==> src/rtl/rbm_hidden_sampler_pkg.sv <==
// Shared configuration for the RBM hidden-unit sampler: LFSR constants,
// FSM state encodings and packed-vector offset helpers.
package rbm_hidden_sampler_pkg;

  localparam logic [15:0] LFSR_MASK         = 16'hB400;
  localparam logic [15:0] LFSR_DEFAULT_SEED = 16'hACE1;

  typedef enum logic [1:0] {
    ST_IDLE = 2'd0,
    ST_RUN  = 2'd1,
    ST_DONE = 2'd2
  } state_e;

  // Bit offset of element [r][c] in a row-major packed matrix of width-w elements.
  function automatic int elem_off(input int r, input int c, input int cols, input int w);
    return (r * cols + c) * w;
  endfunction

  // Bit offset of linear element idx in a packed vector of width-w elements.
  function automatic int lin_off(input int idx, input int w);
    return idx * w;
  endfunction

  // One step of the right-shifting Galois LFSR.
  function automatic logic [15:0] lfsr_step(input logic [15:0] s);
    return s[0] ? ((s >> 1) ^ LFSR_MASK) : (s >> 1);
  endfunction

endpackage

==> src/rtl/rbm_lfsr16.sv <==
// 16-bit Galois LFSR (mask 16'hB400) that advances only while en is high.
import rbm_hidden_sampler_pkg::*;

module rbm_lfsr16 #(
  parameter logic [15:0] SEED = LFSR_DEFAULT_SEED
) (
  input  logic        clk,
  input  logic        rst_n,
  input  logic        en,
  output logic [15:0] state_o
);

  logic [15:0] state_q;
  logic [15:0] state_d;

  // Next state: hold unless enabled.
  always_comb begin
    state_d = state_q;
    if (en) state_d = lfsr_step(state_q);
  end

  // State register, reloads the seed on reset.
  always_ff @(posedge clk) begin
    if (!rst_n) state_q <= SEED;
    else        state_q <= state_d;
  end

  assign state_o = state_q;

endmodule

==> src/rtl/rbm_hidden_sampler.sv <==
// RBM hidden-unit sampler: bias add, hard-sigmoid and Bernoulli draw, one
// element per clock. Define RBM_PROB_OUT_EN to also expose the per-element
// clamped probabilities on prob_o.
import rbm_hidden_sampler_pkg::*;

module rbm_hidden_sampler #(
  parameter int          ROWS   = 4,
  parameter int          COLS   = 3,
  parameter int          BITLEN = 8,
  parameter int          FRAC   = 4,
  parameter logic [15:0] SEED   = LFSR_DEFAULT_SEED
) (
  input  logic                          clk,
  input  logic                          rst_n,
  input  logic                          in_valid,
  output logic                          in_ready,
  input  logic [ROWS*COLS*BITLEN-1:0]   prod_i,
  input  logic [COLS*BITLEN-1:0]        bias_i,
  output logic                          out_valid,
  input  logic                          out_ready,
  output logic [ROWS*COLS-1:0]          sample_o
`ifdef RBM_PROB_OUT_EN
  ,
  output logic [ROWS*COLS*FRAC-1:0]     prob_o
`endif
);

  localparam int N     = ROWS * COLS;
  localparam int IDX_W = (N > 1) ? $clog2(N) : 1;
  localparam int COL_W = (COLS > 1) ? $clog2(COLS) : 1;

  localparam logic signed [BITLEN+1:0] P_HALF    = (BITLEN+2)'(1 << (FRAC - 1));
  localparam logic signed [BITLEN+1:0] P_ONE     = (BITLEN+2)'(1 << FRAC);
  localparam logic [15:0]              RAND_MASK = 16'((1 << FRAC) - 1);

  state_e                      state_q, state_d;
  logic [IDX_W-1:0]            idx_q, idx_d;
  logic [COL_W-1:0]            col_q, col_d;
  logic [N*BITLEN-1:0]         prod_q, prod_d;
  logic [COLS*BITLEN-1:0]      bias_q, bias_d;
  logic [N-1:0]                sample_q, sample_d;
`ifdef RBM_PROB_OUT_EN
  logic [N*FRAC-1:0]           prob_q, prob_d;
`endif

  logic [15:0]                 lfsr_state;
  logic                        lfsr_en;

  logic signed [BITLEN-1:0]    elem;
  logic signed [BITLEN-1:0]    bias_e;
  logic signed [BITLEN:0]      x;
  logic signed [BITLEN:0]      x_sh;
  logic signed [BITLEN+1:0]    p_full;
  logic [FRAC-1:0]             prob;
  logic                        sample_bit;

  rbm_lfsr16 #(.SEED(SEED)) u_lfsr (
    .clk     (clk),
    .rst_n   (rst_n),
    .en      (lfsr_en),
    .state_o (lfsr_state)
  );

  // Datapath for the current element: bias add, 0.25x+0.5, clamp, compare.
  always_comb begin
    elem   = prod_q[lin_off(int'(idx_q), BITLEN) +: BITLEN];
    bias_e = bias_q[elem_off(0, int'(col_q), COLS, BITLEN) +: BITLEN];
    x      = {elem[BITLEN-1], elem} + {bias_e[BITLEN-1], bias_e};
    x_sh   = x >>> 2;
    p_full = {x_sh[BITLEN], x_sh} + P_HALF;
    if (p_full[BITLEN+1])     prob = '0;
    else if (p_full >= P_ONE) prob = '1;
    else                      prob = p_full[FRAC-1:0];
    // Only the low FRAC bits of the LFSR survive the mask.
    sample_bit = (lfsr_state & RAND_MASK) < 16'(prob);
  end

  // Next-state and register updates for the IDLE/RUN/DONE sequencer.
  always_comb begin
    state_d  = state_q;
    idx_d    = idx_q;
    col_d    = col_q;
    prod_d   = prod_q;
    bias_d   = bias_q;
    sample_d = sample_q;
`ifdef RBM_PROB_OUT_EN
    prob_d   = prob_q;
`endif
    lfsr_en  = 1'b0;
    case (state_q)
      ST_IDLE: begin
        if (in_valid) begin
          prod_d  = prod_i;
          bias_d  = bias_i;
          idx_d   = '0;
          col_d   = '0;
          state_d = ST_RUN;
        end
      end
      ST_RUN: begin
        lfsr_en         = 1'b1;
        sample_d[idx_q] = sample_bit;
`ifdef RBM_PROB_OUT_EN
        prob_d[lin_off(int'(idx_q), FRAC) +: FRAC] = prob;
`endif
        if (idx_q == IDX_W'(N - 1)) begin
          state_d = ST_DONE;
        end else begin
          idx_d = idx_q + 1'b1;
          col_d = (col_q == COL_W'(COLS - 1)) ? '0 : col_q + 1'b1;
        end
      end
      ST_DONE: begin
        if (out_ready) state_d = ST_IDLE;
      end
      default: state_d = ST_IDLE;
    endcase
  end

  // State registers with synchronous active-low reset.
  always_ff @(posedge clk) begin
    if (!rst_n) begin
      state_q  <= ST_IDLE;
      idx_q    <= '0;
      col_q    <= '0;
      prod_q   <= '0;
      bias_q   <= '0;
      sample_q <= '0;
`ifdef RBM_PROB_OUT_EN
      prob_q   <= '0;
`endif
    end else begin
      state_q  <= state_d;
      idx_q    <= idx_d;
      col_q    <= col_d;
      prod_q   <= prod_d;
      bias_q   <= bias_d;
      sample_q <= sample_d;
`ifdef RBM_PROB_OUT_EN
      prob_q   <= prob_d;
`endif
    end
  end

  assign in_ready  = (state_q == ST_IDLE);
  assign out_valid = (state_q == ST_DONE);
  assign sample_o  = sample_q;
`ifdef RBM_PROB_OUT_EN
  assign prob_o    = prob_q;
`endif

endmodule
==> config.mk <==
export PLATFORM = sky130hd
export DESIGN_NAME = rbm_hidden_sampler
export DESIGN_NICKNAME = d
export VERILOG_FILES = /design/src/rtl/rbm_hidden_sampler_pkg.sv /design/src/rtl/rbm_lfsr16.sv /design/src/rtl/rbm_hidden_sampler.sv
export SDC_FILE = /design/constraint.sdc
export NUM_CORES = 1
export LEC_CHECK = 0
export BUFFER_PORTS_ARGS = -buffer_cell sky130_fd_sc_hd__buf_2
export CORE_UTILIZATION = 50
export DETAILED_ROUTE_END_ITERATION = 8
export PLACE_DENSITY = 0.73
export SYNTH_ARGS = -nofsm -noshare
export SYNTH_HDL_FRONTEND = slang
export SYNTH_SLANG_ARGS = --single-unit
export TNS_END_PERCENT = 1
==> constraint.sdc <==
create_clock -name clk -period 8 [get_ports clk]
set_input_delay 2.4 -clock clk [delete_from_list [all_inputs] [get_ports clk]]
set_output_delay 2.4 -clock clk [all_outputs]
set_load 0.05 [all_outputs]
==> flow_summary_export.csv, run 1 <==
group,metric,value,unit
timing,rsz0062_at_grt,"no",
global_routing,grt-ovfl-total,0,
clock_network,cts_max_level,4,
yosys,synth_area_leader_cell,"dfxtp_1",
global_routing,grt_pass1_wl,29.4,mm
yosys,syn-instance-count,920,
floorplanning,dieArea,16000,um^2
global_routing,grt_pass1_vias,5973,
floorplanning,dieWidth,126,um
clock_network,postCtsHoldBufs,0,
pwr,powerDensity,212,nW/um^2
run_status,outcome,"complete, no violations",
placed_design,placed_cells,1179,
yosys,synth_edf_count,0,
clock_network,cts_resized,0,
yosys,ys_types,58,
timing,fmax,0.161,GHz
yosys,synthMostInstantiatedCell,"nand2_1",
yosys,yosys.area.top_type_share,0.403,
setup_path,cp-start-kind,"flip-flop",
layout,layout.nets,1149,
timing,finalSetupTns,0,ps
floorplanning,fp-row-count,45,
setup_path,critical_path_class,"flip-flop to flip-flop",
routing,via_count,6545,
yosys,avgSynthCellArea,8.42,um^2
timing,slew_viol_final,0,
timing,setup_viol,0,
setup_path,path_max_fanout,22,
clock_network,clk_path_buf_depth,2,
yosys,synth_nets,1059,
placed_design,port-buffer-count,137,
setup_path,cp_slowest_cell,"dfxtp_1",
global_routing,grt_start_max_net_pins,102,
layout,n_antenna_cell,0,
pwr,vdd_ir_drop_max,0.149,mV
routing,drc,0,
clock_network,clock_latency,430,ps
clock_network,cts.sinks,156,
yosys,synth-seq-cells,156,
timing,slew_headroom,0.142,
floorplanning,die_h,126,um
setup_path,cp.arrival,6560,ps
routing,wirelength,18.1,mm
pwr,leakage,3.61,nW
placed_design,hpwl,12.7,mm
setup_path,cpMostUsedCell,"ha_1",
yosys,synth.area.top_cells,"dfxtp_1 40%, nand2_1 15%, a21boi_0 13%, mux4_2 5.8%, clkbuf_1 3.0%",
routing,drtPass1Iterations,5,
timing,skew,7.97,ps
min_path,hp-class,"flip-flop to flip-flop",
layout,syn_to_final_growth,16.2,%
clock_network,cts_made_buffers,17,
flow_run,drv_cap,0,
setup_path,cpLargestDelayFamily,"simple AND/OR/NAND/NOR gates",
global_routing,antenna_found_initial,0,
placed_design,gp_congestion,0.853,
yosys,ys_seq_area_frac,0.403,
layout,final_cells,1211,
setup_path,slowest_delay,960,ps
setup_path,r2r-start,"idx_q[1]",
layout,finalCoreUtilization,0.595,
yosys,synth_warnings,0,
timing,hold_viol_final,0,
clock_network,tritoncts,"done",
clock_network,post-cts-setup-buffers,0,
timing,min_period,6210,ps
global_routing,grtUsageTotal,0.233,
setup_path,required,8360,ps
layout,drive_above_1_share,0.219,
min_path,hold_start,"bias_q[7]",
routing,drt-vias-per-instance,5.40,
yosys,async_flop_share,0,
setup_path,cp-startpoint,"idx_q[1]",
yosys,synth_flop_cell,"dfxtp_1",
timing,period_share,0.776,
setup_path,cp-end-kind,"flip-flop",
floorplanning,core,15100,um^2
setup_path,cp.buffers_inverters,2,
yosys,netlist_area,7750,um^2
floorplanning,start_util,0.512,
pwr,finalPower,1.91,mW
routing,ant_nets,0,
clock_network,ctsRootBufferMaster,"clkbuf_16",
floorplanning,ios,138,
routing,drt_iter0_drc,497,
timing,worst_pin_slew,1280,ps
setup_path,cp_cell_sequence,"buf_4, mux4_2, mux2i_1, o21ai_0, ha_1, or3_1, or4_1, a31oi_1, o21ai_0, o211ai_2, inv_1, ha_1, o2111a_1, nand3_1, o21a_1, o221ai_1, ha_1, nor2b_1, o211ai_1, or4b_4, o21ai_2",
routing,wire_per_inst,15.0,um
yosys,synthTopCellsByCount,"304 x nand2_1, 156 x dfxtp_1, 131 x a21boi_0",
clock_network,clk_pin_slew,60,ps
-- kinds of logic (layout without fill, tap and decap cells) --
| family | count (synthesis) | in the layout | synth area share |
|---|---|---|---|
| DFF | 156 | 156 | 0.403 |
| muxes | 42 | 42 | 0.0919 |
| AOI/OAI and AO/OA | 243 | 243 | 0.230 |
| adders and majority gates | 15 | 15 | 0.0242 |
| buffers and inverters | 79 | 182 | 0.0413 |
| xor gates and xnor gates | 6 | 6 | 0.00678 |
| and+or+nand+nor | 379 | 379 | 0.203 |
-- metal layers --
metal	global-route usage	share of wire	vias to the layer above
met5	0	0	-
met4	0.0787	0.016	0
met3	0.0472	0.036	24
met2	0.360	0.45	140
met1	0.324	0.50	3031
li1	-	-	3350
-- placed cells by master (no fill, tap or decap), types with 13 or more instances in the layout --
cell type  Yosys  routed
nand2_1      304     303
dfxtp_1      156     155
buf_2          4     136
a21boi_0     131     131
o21ai_0       27      27
mux4_2        20      20
mux2i_1       18      18
clkbuf_16      0      17
nor2_1        16      16
ha_1          15      15
o211ai_1      14      14
nand3_1       13      13
a21oi_1       13      13
-- worst register-to-register path, cell delays in order, from the launching register on --
cell and delay [ps]:
dfxtp_1 960, buf_4 330, mux4_2 300, mux2i_1 170, o21ai_0 110, ha_1 260
or3_1 360, or4_1 400, a31oi_1 140, o21ai_0 110, o211ai_2 130, inv_1 110
ha_1 290, o2111a_1 180, nand3_1 90, o21a_1 130, o221ai_1 130, ha_1 200
nor2b_1 680, o211ai_1 190, or4b_4 690, o21ai_2 180
-- power breakdown --
group / internal [mW] / total, mW / switching [mW]
Sequential: 0.822 / 0.855 / 0.0323
Clock: 0.447 / 0.779 / 0.332
Combinational: 0.116 / 0.272 / 0.157
Total: 1.38 / 1.91 / 0.521
-- path summary, 6_finish.rpt --
| path | to | slack, ps | cells after the start |
|---|---|---|---|
| min reg2reg | bias_q[7] | 460 | 2 |
| max reg2reg | sample_o[7] | 1790 | 21 |
| max | sample_o[7] | 1790 | 21 |
| min | bias_q[7] | 460 | 2 |
-- registers in the layout, indices dropped and copies added, names as in the netlist --
signal	cells
bias_q	24
sample_o	12
idx_q	4
u_lfsr.state_o	16
state_q	2
prod_q	96
col_q	2
-- final cells by class --
type | count | area [um^2]
clock inverter | 12 | 113
fill | 1381 | 6140
timing repair buffer | 144 | 741
inverter | 6 | 22.5
sequential | 156 | 3120
multi-input combinational | 685 | 4310
tap | 188 | 235
clock buffer | 20 | 457
-- stage by stage --
stage	setup WS [ps]	instance area [um^2]	hold slack [ps]
after floorplan	2360	7750	439
after global routing	1260	9010	482
final	1790	9010	463
after detailed placement	1880	8440	457
after CTS	1860	9010	466
after global placement	2000	8440	451
No activity file was read; power rests on OpenSTA's default activity.
==> inputs of run 2 (changes only) <==
Clock period 8 ns to 6.4 ns, I/O delays scaled along.
==> flow_summary_export.csv, run 2 (synthesis results as in run 1) <==
group,metric,value,unit
timing,worst_pin_slew,1180,ps
setup_path,cp_slowest_cell,"dfxtp_2",
layout,layout_common_cells,"303 x nand2_1, 155 x dfxtp_1, 136 x buf_2",
floorplanning,dieWidth,126,um
global_routing,grt-ovfl-total,0,
timing,period_share,0.907,
timing,rsz0062_at_grt,"no",
layout,n_antenna_cell,0,
routing,wire_per_inst,15.1,um
layout,multiInputGateArea,4310,um^2
setup_path,worstRegToRegCells,22,
routing,wirelength,18.3,mm
routing,drc,0,
routing,drtPass1Iterations,5,
min_path,hp-class,"flip-flop to flip-flop",
timing,setup_viol,0,
pwr,leakage,3.63,nW
floorplanning,core,15100,um^2
routing,ant_nets,0,
layout,final_cells,1215,
setup_path,cp-startpoint,"idx_q[0]",
layout,fin_area,9050,um^2
global_routing,grtUsageTotal,0.239,
clock_network,clk_path_buf_depth,2,
flow_run,drv_cap,0,
timing,finalSetupTns,0,ps
pwr,powerDensity,266,nW/um^2
layout,layout.nets,1153,
timing,slew_viol_final,0,
layout,regMostFlops,"prod_q",
layout,syn_to_final_growth,16.9,%
setup_path,required,6750,ps
floorplanning,ios,138,
setup_path,cp.buffers_inverters,3,
layout,fillCellCount,1343,
timing,slew_headroom,0.209,
routing,via_count,6586,
timing,setup_ws,596,ps
clock_network,clock_latency,430,ps
setup_path,cpLargestDelayFamily,"compound AO/OA/AOI/OAI gates",
timing,min_period,5800,ps
global_routing,grt_start_max_net_pins,87,
floorplanning,die_h,126,um
min_path,min_path_cells,2,
pwr,vdd_ir_drop_max,0.197,mV
timing,fin_hold_ws,463,ps
clock_network,cts_made_buffers,17,
clock_network,cts_max_level,4,
clock_network,tritoncts,"done",
routing,drt_iter0_drc,478,
layout,mostFrequentLayoutCell,"nand2_1",
clock_network,cts_resized,0,
layout,ff_latch_area,3120,um^2
setup_path,cp-start-kind,"flip-flop",
clock_network,ctsRootBufferMaster,"clkbuf_16",
placed_design,place_area,8470,um^2
timing,hold_viol_final,0,
setup_path,rrSetupSlack,600,ps
setup_path,cp_cell_sequence,"buf_4, mux4_2, nand2_1, o21ai_0, ha_1, or3_1, or4_1, a31oi_1, o21ai_0, o211ai_2, inv_1, ha_1, o2111a_1, o211ai_1, buf_4, o31ai_1, a21o_1, ha_1, a211oi_1, o211ai_1, or4b_4, o21ai_1",
placed_design,dp_slack,672,ps
timing,fmax,0.172,GHz
setup_path,timing.rr.end,"sample_o[0]",
global_routing,antenna_found_initial,0,
setup_path,cp.arrival,6150,ps
layout,largest_reg_flops,96,
floorplanning,dieArea,16000,um^2
clock_network,post-cts-setup-buffers,0,
setup_path,r2r-start,"idx_q[0]",
setup_path,cp.depth,22,
layout,finalCoreUtilization,0.598,
global_routing,grt_pass1_vias,6201,
setup_path,worstSetupEndpoint,"sample_o[0]",
placed_design,hpwl,12.8,mm
clock_network,clk_pin_slew,60,ps
clock_network,cts.sinks,156,
run_status,outcome,"complete, no violations",
placed_design,gp_congestion,0.877,
clock_network,postCtsHoldBufs,0,
setup_path,cp-end-kind,"flip-flop",
setup_path,slowest_delay,700,ps
layout,drive_above_1_share,0.221,
pwr,finalPower,2.41,mW
setup_path,critical_path_class,"flip-flop to flip-flop",
setup_path,path_max_fanout,18,
floorplanning,fp-row-count,45,
placed_design,placed_cells,1183,
global_routing,grt_pass1_wl,30.4,mm
setup_path,cpMostUsedCell,"ha_1",
routing,drt-vias-per-instance,5.42,
timing,skew,12.1,ps
placed_design,port-buffer-count,137,
floorplanning,start_util,0.512,
## run 2: cell types whose count changed in the layout (fill, tap and decap cells not counted)
cell and change:
clkinv_2 -2, buf_4 +4, clkinv_4 +2, clkbuf_1 +1, clkbuf_8 -1, clkinvlp_4 +1
bufinv_16 +1, inv_6 -2
## run 2: layout make-up
type | instances | area share
clock inverters | 12 | 0.0155
flip-flops and latches | 156 | 0.345
multi-input cells | 685 | 0.477
repair buffers | 148 | 0.0851
inverters | 6 | 0.00249
well taps | 188 | 0.0260
clock buffers | 20 | 0.0493
## run 2: worst min path at each step
| stage | from | to | slack (ps) |
|---|---|---|---|
| 2_1_floorplan | prod_q[41] | prod_q[41] | 440 |
| 5_1_grt | prod_q[56] | prod_q[56] | 480 |
| 6_report | prod_q[80] | prod_q[80] | 460 |
| 3_3_place_gp | u_lfsr.state_o[8] | u_lfsr.state_o[7] | 450 |
| 4_1_cts | prod_q[80] | prod_q[80] | 470 |
| 3_5_place_dp | u_lfsr.state_o[6] | u_lfsr.state_o[6] | 460 |
## run 2: worst register-to-register path, stage by stage (launching register included)
cell,delay (ps)
dfxtp_2,700
buf_4,320
mux4_2,510
nand2_1,80
o21ai_0,90
ha_1,280
or3_1,400
or4_1,400
a31oi_1,140
o21ai_0,150
o211ai_2,160
inv_1,110
ha_1,280
o2111a_1,180
o211ai_1,100
buf_4,220
o31ai_1,90
a21o_1,210
ha_1,190
a211oi_1,170
o211ai_1,110
or4b_4,670
o21ai_1,180
## run 2: layer usage
layer	part of all wire	up-vias	global-route usage
li1	-	3352	-
met1	0.48	3044	0.326
met2	0.46	167	0.383
met3	0.040	23	0.0426
met4	0.019	0	0.0822
met5	0	-	0
## run 2: report_power, final
| part | switching (mW) | leakage [nW] | internal, mW | total, mW |
|---|---|---|---|---|
| Sequential | 0.0396 | 1.28 | 1.03 | 1.07 |
| Combinational | 0.199 | 2.08 | 0.146 | 0.344 |
| Clock | 0.409 | 0.277 | 0.587 | 0.996 |
| Total | 0.647 | 3.63 | 1.76 | 2.41 |
==> inputs of run 3 (changes only) <==
Settings changed: ABC_AREA set to 1.
==> flow_summary_export.csv, run 3 <==
group,metric,value,unit
run_status,outcome,"complete, no violations",
pwr,powerDensity,305,nW/um^2
yosys,synth_area_leader_cell,"dfxtp_1",
global_routing,grtUsageTotal,0.256,
setup_path,cp.depth,22,
setup_path,cp_slowest_cell,"dfxtp_1",
floorplanning,dieWidth,120,um
clock_network,cts.sinks,156,
clock_network,cts_resized,0,
routing,ant_nets,0,
layout,largest_reg_flops,96,
setup_path,cpMostUsedCell,"nand2_2",
layout,finalCoreUtilization,0.613,
layout,layout.nets,1242,
timing,slew_headroom,0.258,
placed_design,hpwl,12.2,mm
yosys,ys_types,26,
yosys,synth-seq-cells,156,
yosys,synth.area.top_cells,"dfxtp_1 45%, nor2_1 16%, o21ai_0 13%, nand2_1 5.8%, clkbuf_1 3.1%",
clock_network,tritoncts,"done",
yosys,synth_edf_count,0,
floorplanning,fp-row-count,42,
layout,ff_latch_area,3120,um^2
clock_network,clk_pin_slew,60,ps
timing,slew_viol_final,0,
pwr,vdd_ir_drop_max,0.192,mV
clock_network,ctsRootBufferMaster,"clkbuf_16",
yosys,synth_flop_cell,"dfxtp_1",
placed_design,gp_congestion,0.854,
floorplanning,core,13500,um^2
routing,drt-vias-per-instance,5.22,
global_routing,grt_pass1_wl,29.0,mm
setup_path,cp-startpoint,"idx_q[0]",
yosys,synth_warnings,0,
setup_path,cpLargestDelayFamily,"compound AO/OA/AOI/OAI gates",
setup_path,worstSetupEndpoint,"sample_o[0]",
yosys,synth_nets,1142,
yosys,yosys.area.top_type_share,0.446,
global_routing,grt-ovfl-total,0,
setup_path,cp_cell_sequence,"inv_2, o21ai_0, o22ai_1, nand2_1, nand3_1, ha_1, a21oi_1, nor2_1, a211oi_1, nand2_2, nand2_2, nand2_2, ha_1, inv_1, nand3_1, nor2_2, nand3_1, nand2_1, ha_1, a21oi_1, nand2_2, a21oi_1",
timing,hold_viol_final,0,
setup_path,slowest_delay,780,ps
routing,drc,0,
setup_path,cp.arrival,5070,ps
clock_network,cts_made_buffers,17,
yosys,netlist_area,7000,um^2
layout,fillCellCount,1303,
yosys,synthMostInstantiatedCell,"nor2_1",
clock_network,post-cts-setup-buffers,0,
setup_path,required,6760,ps
pwr,leakage,3.72,nW
routing,drtPass1Iterations,7,
clock_network,clk_path_buf_depth,2,
timing,min_period,4720,ps
pwr,finalPower,2.52,mW
timing,fmax,0.212,GHz
setup_path,cp-end-kind,"flip-flop",
placed_design,port-buffer-count,137,
floorplanning,ios,138,
layout,multiInputGateArea,3480,um^2
setup_path,worstRegToRegCells,22,
floorplanning,dieArea,14500,um^2
placed_design,place_area,7700,um^2
clock_network,cts_max_level,4,
layout,regMostFlops,"prod_q",
floorplanning,start_util,0.520,
setup_path,timing.rr.end,"sample_o[0]",
timing,worst_pin_slew,1110,ps
global_routing,grt_start_max_net_pins,150,
routing,drt_iter0_drc,529,
setup_path,rrSetupSlack,1680,ps
routing,via_count,6733,
yosys,avgSynthCellArea,6.98,um^2
global_routing,grt_pass1_vias,6055,
clock_network,postCtsHoldBufs,0,
layout,mostFrequentLayoutCell,"nor2_1",
timing,rsz0062_at_grt,"no",
yosys,synthTopCellsByCount,"296 x nor2_1, 186 x o21ai_0, 156 x dfxtp_1",
setup_path,cp-start-kind,"flip-flop",
layout,syn_to_final_growth,17.8,%
timing,skew,8.50,ps
setup_path,critical_path_class,"flip-flop to flip-flop",
timing,finalSetupTns,0,ps
routing,wire_per_inst,13.7,um
setup_path,path_max_fanout,52,
timing,setup_viol,0,
flow_run,drv_cap,0,
global_routing,antenna_found_initial,0,
timing,period_share,0.737,
clock_network,clock_latency,430,ps
min_path,hp-class,"flip-flop to flip-flop",
yosys,async_flop_share,0,
layout,drive_above_1_share,0.183,
yosys,ys_seq_area_frac,0.446,
floorplanning,die_h,120,um
setup_path,r2r-start,"idx_q[0]",
layout,fin_area,8250,um^2
layout,n_antenna_cell,0,
layout,layout_common_cells,"296 x nor2_1, 186 x o21ai_0, 156 x dfxtp_1",
routing,wirelength,17.7,mm
yosys,syn-instance-count,1003,
setup_path,cp.buffers_inverters,2,
[run 3: changes by cell type after synthesis, moves of 13 or more]
cell,change
nand2_1,-195
o211ai_1,-13
inv_1,+31
a21boi_0,-131
o22ai_1,+20
a21oi_1,+19
nand3_1,+24
o21ai_0,+159
mux2i_1,-18
mux4_2,-20
nor2_1,+280
[run 3: cell families (layout without fill, tap and decap cells)]
family | count (synthesis) | count (layout) | share of synthesized area
flops | 156 | 156 | 0.446
xor+xnor | 4 | 4 | 0.00501
compound gates | 256 | 256 | 0.195
fa+ha+maj | 15 | 15 | 0.0268
buf+inv | 102 | 214 | 0.0574
simple gates | 470 | 470 | 0.270
[run 3: tightest hold or removal path: stages (launching register included)]
cell	delay [ps]
dfxtp_1	300
inv_1	60
a21oi_1	50
[run 3: layer usage]
| metal | GRT usage | part of all wire | wire, um |
|---|---|---|---|
| met5 | 0 | 0 | 0 |
| met3 | 0.0571 | 0.054 | 958 |
| met4 | 0.115 | 0.031 | 552 |
| met1 | 0.341 | 0.46 | 8220 |
| met2 | 0.394 | 0.45 | 8000 |
[run 3: worst min path at each step]
stage | startpoint | to | slack (ps) | depth (start not counted)
2_1_floorplan | u_lfsr.state_o[6] | u_lfsr.state_o[6] | 430 | 2
6_report | prod_q[24] | prod_q[24] | 460 | 2
4_1_cts | prod_q[48] | prod_q[48] | 460 | 2
3_5_place_dp | u_lfsr.state_o[7] | u_lfsr.state_o[7] | 450 | 2
5_1_grt | prod_q[48] | prod_q[48] | 470 | 2
3_3_place_gp | u_lfsr.state_o[15] | u_lfsr.state_o[15] | 440 | 2
[run 3: stage by stage]
| stage | hold WS (ps) | std cells | setup slack (ps) |
|---|---|---|---|
| finish | 459 | 1291 | 1680 |
| global route | 473 | 1291 | 1250 |
| CTS | 459 | 1291 | 1760 |
| detailed placement | 447 | 1260 | 1790 |
| global placement | 443 | 1260 | 2000 |
| floorplan | 429 | 1003 | 2790 |
[run 3: where the power goes]
| group | internal [mW] | total [mW] | leakage (nW) | switching (mW) |
|---|---|---|---|---|
| clock | 0.539 | 0.926 | 0.258 | 0.386 |
| sequential | 1.05 | 1.10 | 1.29 | 0.0539 |
| combinational | 0.176 | 0.488 | 2.17 | 0.312 |
| total | 1.76 | 2.52 | 3.72 | 0.752 |
[run 3: layout make-up]
class,instances,share of cell area
multi-input cells,745,0.422
flip-flops and latches,156,0.379
repair buffers,141,0.0871
clock buffers,20,0.0542
well taps,176,0.0267
inverters,42,0.0191
clock inverters,11,0.0118
